--- src/rtl/fifo_pkg.sv ---
// Shared definitions for the parameterised synchronous FIFO.
//   fifo_cw()      : width needed to index/count n values (minimum 1 bit)
//   FLAG_*         : bit positions inside the registered status-flag vector
package fifo_pkg;

  localparam int unsigned FLAG_FULL   = 0;
  localparam int unsigned FLAG_EMPTY  = 1;
  localparam int unsigned FLAG_AFULL  = 2;
  localparam int unsigned FLAG_AEMPTY = 3;
  localparam int unsigned FLAG_W      = 4;

  // Bits needed to encode values 0..n-1; never less than one bit.
  function automatic int unsigned fifo_cw(input int unsigned n);
    return (n <= 32'd2) ? 32'd1 : $clog2(n);
  endfunction

endpackage

--- src/rtl/fifo_ptr_ctr.sv ---
// Modulo-DEPTH wrapping pointer with enable (works for non-power-of-2 DEPTH).
// Ports:
//   clk      : clock, rising edge
//   reset_n  : synchronous active-low reset, clears pointer to 0
//   en_i     : advance the pointer this cycle
//   ptr_o    : current pointer value, 0..DEPTH-1
module fifo_ptr_ctr #(
  parameter int unsigned DEPTH = 8,
  parameter int unsigned PW    = 3
) (
  input  logic          clk,
  input  logic          reset_n,
  input  logic          en_i,
  output logic [PW-1:0] ptr_o
);

  logic [PW-1:0] ptr_q;
  logic [PW-1:0] ptr_d;

  // Next pointer: wrap explicitly at DEPTH-1.
  always_comb begin
    ptr_d = ptr_q;
    if (en_i) begin
      ptr_d = (ptr_q == PW'(DEPTH - 1)) ? '0 : ptr_q + PW'(1);
    end
  end

  always_ff @(posedge clk) begin
    if (!reset_n) ptr_q <= '0;
    else          ptr_q <= ptr_d;
  end

  assign ptr_o = ptr_q;

endmodule

--- src/rtl/param_sync_fifo.sv ---
// Parameterised single-clock FIFO with registered read data and status flags.
// Optional sticky error flags are enabled by defining PARAM_SYNC_FIFO_ERR_EN.
// Ports:
//   clk, reset_n          : clock (rising edge), synchronous active-low reset
//   push, data_in         : write request and write data
//   pop                   : read request
//   data_out, data_valid  : read word, valid for the one cycle after an accepted pop
//   full, empty           : occupancy == DEPTH / == 0
//   almost_full           : count >= AFULL_THRESH
//   almost_empty          : count <= AEMPTY_THRESH
//   overflow, underflow   : sticky push-while-full / pop-while-empty (macro only)
//   count                 : occupancy, clog2(DEPTH+1) bits
module param_sync_fifo
  import fifo_pkg::*;
#(
  parameter int unsigned WIDTH         = 16,
  parameter int unsigned DEPTH         = 8,
  parameter int unsigned AFULL_THRESH  = DEPTH - 2,
  parameter int unsigned AEMPTY_THRESH = 2,
  localparam int unsigned CW           = fifo_cw(DEPTH + 1),
  localparam int unsigned PW           = fifo_cw(DEPTH)
) (
  input  logic             clk,
  input  logic             reset_n,
  input  logic             push,
  input  logic [WIDTH-1:0] data_in,
  input  logic             pop,
  output logic [WIDTH-1:0] data_out,
  output logic             data_valid,
  output logic             full,
  output logic             empty,
  output logic             almost_full,
  output logic             almost_empty,
`ifdef PARAM_SYNC_FIFO_ERR_EN
  output logic             overflow,
  output logic             underflow,
`endif
  output logic [CW-1:0]    count
);

  // Parameter range checks at elaboration.
  if (WIDTH < 1) begin : g_bad_width
    $error("param_sync_fifo: WIDTH must be >= 1");
  end
  if (DEPTH < 2) begin : g_bad_depth
    $error("param_sync_fifo: DEPTH must be >= 2");
  end
  if (AFULL_THRESH < 1 || AFULL_THRESH > DEPTH) begin : g_bad_afull
    $error("param_sync_fifo: AFULL_THRESH must be in 1..DEPTH");
  end
  if (AEMPTY_THRESH > DEPTH - 1) begin : g_bad_aempty
    $error("param_sync_fifo: AEMPTY_THRESH must be in 0..DEPTH-1");
  end

  logic [WIDTH-1:0]  mem_q [DEPTH];
  logic [PW-1:0]     wr_ptr;
  logic [PW-1:0]     rd_ptr;

  logic [CW-1:0]     count_q,      count_d;
  logic [FLAG_W-1:0] status_q,     status_d;
  logic [WIDTH-1:0]  data_out_q,   data_out_d;
  logic              data_valid_q, data_valid_d;

  logic              push_acc_c;
  logic              pop_acc_c;

  // Acceptance uses registered flags only; full+push+pop pops but drops the push.
  assign push_acc_c = push & ~status_q[FLAG_FULL];
  assign pop_acc_c  = pop  & ~status_q[FLAG_EMPTY];

  fifo_ptr_ctr #(.DEPTH(DEPTH), .PW(PW)) u_wr_ptr (
    .clk     (clk),
    .reset_n (reset_n),
    .en_i    (push_acc_c),
    .ptr_o   (wr_ptr)
  );

  fifo_ptr_ctr #(.DEPTH(DEPTH), .PW(PW)) u_rd_ptr (
    .clk     (clk),
    .reset_n (reset_n),
    .en_i    (pop_acc_c),
    .ptr_o   (rd_ptr)
  );

  // Storage is not reset; reset discards contents by clearing pointers/count.
  always_ff @(posedge clk) begin
    if (push_acc_c) mem_q[wr_ptr] <= data_in;
  end

  // Next count, flags (computed from the next count so they register alongside it) and read data.
  always_comb begin
    count_d      = count_q;
    data_out_d   = data_out_q;
    data_valid_d = 1'b0;
    status_d     = '0;

    case ({push_acc_c, pop_acc_c})
      2'b10:   count_d = count_q + CW'(1);
      2'b01:   count_d = count_q - CW'(1);
      default: count_d = count_q;
    endcase

    if (pop_acc_c) begin
      data_out_d   = mem_q[rd_ptr];
      data_valid_d = 1'b1;
    end

    status_d[FLAG_FULL]   = (count_d == CW'(DEPTH));
    status_d[FLAG_EMPTY]  = (count_d == '0);
    status_d[FLAG_AFULL]  = (count_d >= CW'(AFULL_THRESH));
    status_d[FLAG_AEMPTY] = (count_d <= CW'(AEMPTY_THRESH));
  end

  always_ff @(posedge clk) begin
    if (!reset_n) begin
      count_q                <= '0;
      data_out_q             <= '0;
      data_valid_q           <= 1'b0;
      status_q               <= '0;
      status_q[FLAG_EMPTY]   <= 1'b1;
      status_q[FLAG_AEMPTY]  <= 1'b1;
    end else begin
      count_q      <= count_d;
      data_out_q   <= data_out_d;
      data_valid_q <= data_valid_d;
      status_q     <= status_d;
    end
  end

`ifdef PARAM_SYNC_FIFO_ERR_EN
  logic overflow_q,  overflow_d;
  logic underflow_q, underflow_d;

  // Sticky until reset; push+pop while full still counts as an overflow.
  always_comb begin
    overflow_d  = overflow_q  | (push & status_q[FLAG_FULL]);
    underflow_d = underflow_q | (pop  & status_q[FLAG_EMPTY]);
  end

  always_ff @(posedge clk) begin
    if (!reset_n) begin
      overflow_q  <= 1'b0;
      underflow_q <= 1'b0;
    end else begin
      overflow_q  <= overflow_d;
      underflow_q <= underflow_d;
    end
  end

  assign overflow  = overflow_q;
  assign underflow = underflow_q;
`endif

  assign count        = count_q;
  assign data_out     = data_out_q;
  assign data_valid   = data_valid_q;
  assign full         = status_q[FLAG_FULL];
  assign empty        = status_q[FLAG_EMPTY];
  assign almost_full  = status_q[FLAG_AFULL];
  assign almost_empty = status_q[FLAG_AEMPTY];

endmodule

--- config.mk ---
export PLATFORM = sky130hd
export DESIGN_NAME = param_sync_fifo
export DESIGN_NICKNAME = d
export VERILOG_FILES = /design/src/rtl/fifo_pkg.sv /design/src/rtl/fifo_ptr_ctr.sv /design/src/rtl/param_sync_fifo.sv
export SDC_FILE = /design/constraint.sdc
export NUM_CORES = 1
export LEC_CHECK = 0
export CAP_MARGIN = 20
export CORE_AREA = 5 5 124 126
export CTS_BUF_LIST = sky130_fd_sc_hd__clkbuf_8
export DETAILED_ROUTE_END_ITERATION = 8
export DIE_AREA = 0 0 129 131
export PLACE_DENSITY = 0.74
export SLEW_MARGIN = 20
export SYNTH_ARGS = -nofsm -noshare
export SYNTH_HDL_FRONTEND = slang
export SYNTH_HIERARCHICAL = 1
export SYNTH_SLANG_ARGS = --single-unit
--- constraint.sdc ---
create_clock -name clk -period 5 [get_ports clk]
set_input_delay 1.5 -clock clk [delete_from_list [all_inputs] [get_ports clk]]
set_output_delay 1.5 -clock clk [all_outputs]
set_load 0.02 [all_outputs]
==> results of run 1 <==
sequential cells by signal, indices dropped and copies added, names as in the netlist:
| name | cells |
|---|---|
| status_q | 4 |
| u_rd_ptr/ptr_o | 3 |
| mem_q | 128 |
| data_out | 16 |
| count | 4 |
| u_wr_ptr/ptr_o | 3 |
| data_valid | 1 |
area by class of cell:
class | count | area, um2 | share of cell area
Timing Repair Buffer | 55 | 523.0 | 0.07094
Multi-Input combinational cell | 162 | 1729 | 0.2346
Inverter | 4 | 18.77 | 0.002546
Tap cell | 184 | 230.2 | 0.03123
Clock inverter | 12 | 142.6 | 0.01935
Clock buffer | 19 | 261.5 | 0.03547
Sequential cell | 159 | 4467 | 0.6059
cells in the mapped netlist, types with 4 or more instances:
library cell	instances
nand2_1	23
and2_1	4
buf_4	4
dfxtp_1	31
mux2i_1	18
edfxtp_1	128
nand2b_1	4
nor2b_1	4
o211a_1	16
buf_2	5
nor2_1	9
mux4_2	32
ha_1	6
power breakdown:
part | leakage (nW) | internal [mW] | total, mW | switching (mW)
combinational | 0.922 | 0.301 | 0.615 | 0.314
sequential | 1.42 | 1.52 | 1.59 | 0.0631
clock | 0.205 | 0.511 | 0.946 | 0.435
final timing paths:
kind               start     endpoint
max                 push  status_q[2]
min          data_out[5]  data_out[5]
max reg2reg  status_q[0]  status_q[2]
min reg2reg  data_out[5]  data_out[5]
worst register-to-register path: stages, from the launching register on:
cell and delay (ns):
dfxtp_1 0.34, nand2b_4 0.18, inv_4 0.08, nor2_1 0.18, xor2_1 0.10, ha_1 0.19, a21o_1 0.18, and3_4 0.20
or3_1 0.31, a21oi_1 0.15, o31a_1 0.15
logic make-up (layout without fill, tap and decap cells):
family	after synthesis	after routing	synth area share
adder cells (fa/ha/maj)	6	6	0.01180
AND/OR/NAND/NOR	67	67	0.06234
buffers and inverters	22	90	0.02812
AO/OA/AOI/OAI	36	36	0.05035
flip-flops	159	159	0.7017
XOR/XNOR	3	3	0.004131
multiplexers	50	50	0.1416
metal layers:
layer  vias up  part of all wire  wire [um]  global-route usage
li1       1475                 -          -                   -
met3        15             0.049        567             0.04187
met5         -                 0          0                   0
met2        81              0.52       6033              0.2482
met4         0             0.012        138             0.04324
met1      1682              0.42       4891              0.1823
==> results.json, run 1 <==
{
  "setup-tns-final_ns": 0,
  "dp_hpwl_um": 6903,
  "crit_path_max_incr_delay_ns": 0.50,
  "postCtsSetupBuffers": 0,
  "yosysUniqueCellTypes": 54,
  "final_cells": 595,
  "min_path_type": "register to register",
  "clock-sinks": 159,
  "p_leak_nw": 2.544,
  "clock.fmax_mhz": 308.9,
  "syn_inst": 343,
  "cap_violations": 0,
  "start_util": 0.4479,
  "dpl-instance-area_um2": 6968,
  "path_cells": "clkdlybuf4s50_1 -> nand2b_4 -> inv_4 -> nor2_1 -> xor2_1 -> ha_1 -> a21o_1 -> and3_4 -> or3_1 -> a21oi_1 -> o31a_1",
  "postCtsHoldBufs": 0,
  "drive_above_1_share": 0.2238,
  "synth_fp_nets": 369,
  "max_slew_margin": 0.3893,
  "crit_cells": 11,
  "hold_violations": 0,
  "synth_warnings": 6,
  "via_count": 3253,
  "async_reset_ff_frac": 0,
  "path_clk_slew_ns": 0.08,
  "pre_cts_slack_ns": 1.338,
  "seq_area_frac_synth": 0.7017,
  "fillers": 1153,
  "ios": 45,
  "drc_errors": 0,
  "h-tree-depth": 4,
  "end_kind": "register",
  "synth_edf_count": 128,
  "wl_per_cell_um": 19.55,
  "setup_violations": 0,
  "grt_pass1_wl_um": 18040,
  "insertion_delay_ns": 0.44,
  "die_w_um": 129,
  "fin_area_um2": 7372,
  "place_inst": 564,
  "drtIter0Drc": 204,
  "grt_setup_unrepaired": "no",
  "cts_resized": 0,
  "cts_buffer_depth": 2,
  "cts_made_buffers": 17,
  "core_area_um2": 14200,
  "min_path_cells": 1,
  "ant_nets": 0,
  "die_h_um": 131,
  "cts_tree": "built",
  "drv_slew": 0,
  "tightest_slew_ns": 0.9161,
  "grt_antenna_before_repair": 0,
  "ys_top_cells_by_area": "edfxtp_1, mux4_2, dfxtp_1, mux2i_1, o211a_1",
  "grt_remaining_overflow": 0,
  "final_util": 0.5190,
  "synth_top_area_frac": 0.6041,
  "holdWs_ns": 0.5073,
  "gp_congestion": 0.7257,
  "rows": 44,
  "path_max_fanout": 10,
  "grt.total_usage": 0.1457,
  "portBuffers": 44,
  "grt_start_max_net_pins": 43,
  "critPathKind": "input port to register",
  "root_buffer": "clkbuf_8",
  "startpoint_type": "input port",
  "period_share": 0.6474,
  "total_power_mw": 3.149,
  "dieArea_um2": 16900,
  "cp.required_ns": 5.39,
  "skew_ns": 0.01472,
  "synth_area_per_cell_um2": 18.55,
  "critPathSlowestCell": "clkdlybuf4s50_1",
  "period_minus_slack_ns": 3.237,
  "wirelength_um": 11630,
  "most-common-layout-cells": "edfxtp_1, clkdlybuf4s50_1, mux4_2",
  "layout_commonest_cell": "edfxtp_1",
  "netlist_area_um2": 6362,
  "synth-seq-cells": 159,
  "critPathBufInv": 2,
  "ir_drop_uv": 243.7,
  "fin_ws_ns": 1.763,
  "vias_per_cell": 5.467,
  "reg2regPathDepth": 10,
  "final_nets": 425,
  "grt_pass1_vias": 3335,
  "areaGrowthSynthToFinish_pct": 15.87,
  "status": "finished clean",
  "rrSetupSlack_ns": 2.90,
  "dr.pass1.iters": 4,
  "n_antenna_cell": 0,
  "yosys.area.top_type": "edfxtp_1",
  "synth_ff_type": "edfxtp_1",
  "crit_arrival_ns": 3.63,
  "path_delay_family": "simple AND/OR/NAND/NOR gates",
  "power.density_nw_per_um2": 427.2
}
(Power assumes the default switching activity.)
==> run 2: changes to the inputs <==
Clock period 5 ns to 3 ns, I/O delays scaled along.
==> run 2 against run 1 <==
Design area up 1.4%; worst setup slack worse by 1.3 ns; clock power up 64%; sequential power up 68%; highest routed layer unchanged.
==> results.json, run 2 (synthesized netlist as in run 1, its figures left out) <==
{
  "n_antenna_cell": 0,
  "grt_pass1_vias": 3614,
  "p_leak_nw": 2.599,
  "clock-sinks": 159,
  "final_nets": 438,
  "via_count": 3296,
  "setup_violations": 0,
  "h-tree-depth": 4,
  "startpoint_type": "register",
  "crit_arrival_ns": 1.68,
  "end_kind": "primary output",
  "holdWs_ns": 0.5011,
  "largest_reg_flops": 128,
  "dieArea_um2": 16900,
  "wirelength_um": 12230,
  "cts_buffer_depth": 2,
  "core_area_um2": 14200,
  "status": "finished clean",
  "grt_setup_unrepaired": "no",
  "drc_errors": 0,
  "critPathBufInv": 1,
  "power.density_nw_per_um2": 704.6,
  "areaGrowthSynthToFinish_pct": 17.44,
  "cts_resized": 0,
  "postCtsHoldBufs": 0,
  "path_clk_slew_ns": 0.08,
  "path_max_fanout": 10,
  "path_cells": "clkdlybuf4s50_1",
  "most-common-layout-cells": "edfxtp_1, clkdlybuf4s50_1, mux4_2",
  "ir_drop_uv": 350.5,
  "cts_tree": "built",
  "die_h_um": 131,
  "portBuffers": 44,
  "critPathKind": "register to primary output",
  "path_delay_family": "buffers and inverters",
  "period_share": 0.8589,
  "ant_nets": 0,
  "rows": 44,
  "root_buffer": "clkbuf_8",
  "vias_per_cell": 5.412,
  "max_slew_margin": 0.5782,
  "gp_congestion": 0.7467,
  "skew_ns": 0.01298,
  "cap_violations": 0,
  "grt_start_max_net_pins": 34,
  "drv_slew": 0,
  "grt_antenna_before_repair": 0,
  "period_minus_slack_ns": 2.577,
  "cts_made_buffers": 17,
  "start_util": 0.4479,
  "min_path_type": "register to register",
  "place_inst": 577,
  "ios": 45,
  "hold_violations": 0,
  "wl_per_cell_um": 20.08,
  "total_power_mw": 5.265,
  "grt_remaining_overflow": 0,
  "crit_path_max_incr_delay_ns": 0.69,
  "clock.fmax_mhz": 388.1,
  "tightest_slew_ns": 0.6319,
  "largest_register": "mem_q",
  "grt.total_usage": 0.1551,
  "fillers": 1169,
  "postCtsSetupBuffers": 0,
  "layout_commonest_cell": "edfxtp_1",
  "setup-tns-final_ns": 0,
  "drive_above_1_share": 0.2494,
  "critPathSlowestCell": "clkdlybuf4s50_1",
  "drtIter0Drc": 218,
  "die_w_um": 129,
  "cp.required_ns": 2.10,
  "final_cells": 609,
  "dr.pass1.iters": 5,
  "insertion_delay_ns": 0.45,
  "grt_pass1_wl_um": 19260,
  "dp_hpwl_um": 7840
}
[run 2: cell types whose count changed in the layout (fill, tap and decap cells not counted)]
| cell | before | now |
|---|---|---|
| buf_12 | 0 | 1 |
| buf_4 | 11 | 23 |
| bufinv_16 | 3 | 2 |
| clkbuf_8 | 19 | 17 |
| clkinv_1 | 1 | 0 |
| clkinv_2 | 6 | 4 |
| clkinvlp_4 | 2 | 5 |
| dfxtp_1 | 29 | 30 |
| dfxtp_2 | 2 | 1 |
| inv_6 | 0 | 2 |
| inv_8 | 0 | 2 |
[run 2: layout make-up]
cell class,count,area (um2),share of cell area
well taps,184,230.2,0.03081
multi-input cells,162,1729,0.2314
flip-flops and latches,159,4466,0.5976
repair buffers,68,633.1,0.08473
clock inverters,15,161.4,0.02160
clock buffers,17,234.0,0.03131
inverters,4,18.77,0.002512
[run 2: power breakdown]
part / leakage (nW) / internal, mW / switching [mW]
combinational: 0.994 / 0.522 / 0.526
clock: 0.188 / 0.749 / 0.802
sequential: 1.42 / 2.54 / 0.127
total: 2.60 / 3.81 / 1.45
[run 2: path summary, 6_finish.rpt]
| path | startpoint | endpoint | slack, ns | depth (start not counted) |
|---|---|---|---|---|
| hold reg to reg | data_out[8] | data_out[8] | 0.50 | 1 |
| setup reg to reg | status_q[0] | status_q[0] | 0.97 | 10 |
| setup / recovery | count[0] | count[0] | 0.42 | 1 |
| hold / removal | data_out[8] | data_out[8] | 0.50 | 1 |
[run 2: per-layer routing]
metal,global-route usage,wire (um),vias up
met3,0.04146,583,21
met2,0.2710,6465,84
li1,-,-,1502
met5,0,0,-
met4,0.06609,285,0
met1,0.1812,4893,1689
[run 2: through the flow]
stage	utilization	setup slack (ns)	area, um2
5_1_grt	0.5261	0.3357	7472
3_5_place_dp	0.4982	0.01379	7077
4_1_cts	0.5261	0.3842	7472
2_1_floorplan	-	0.2774	6362
3_3_place_gp	0.4982	0.05620	7077
6_report	0.5261	0.4234	7472
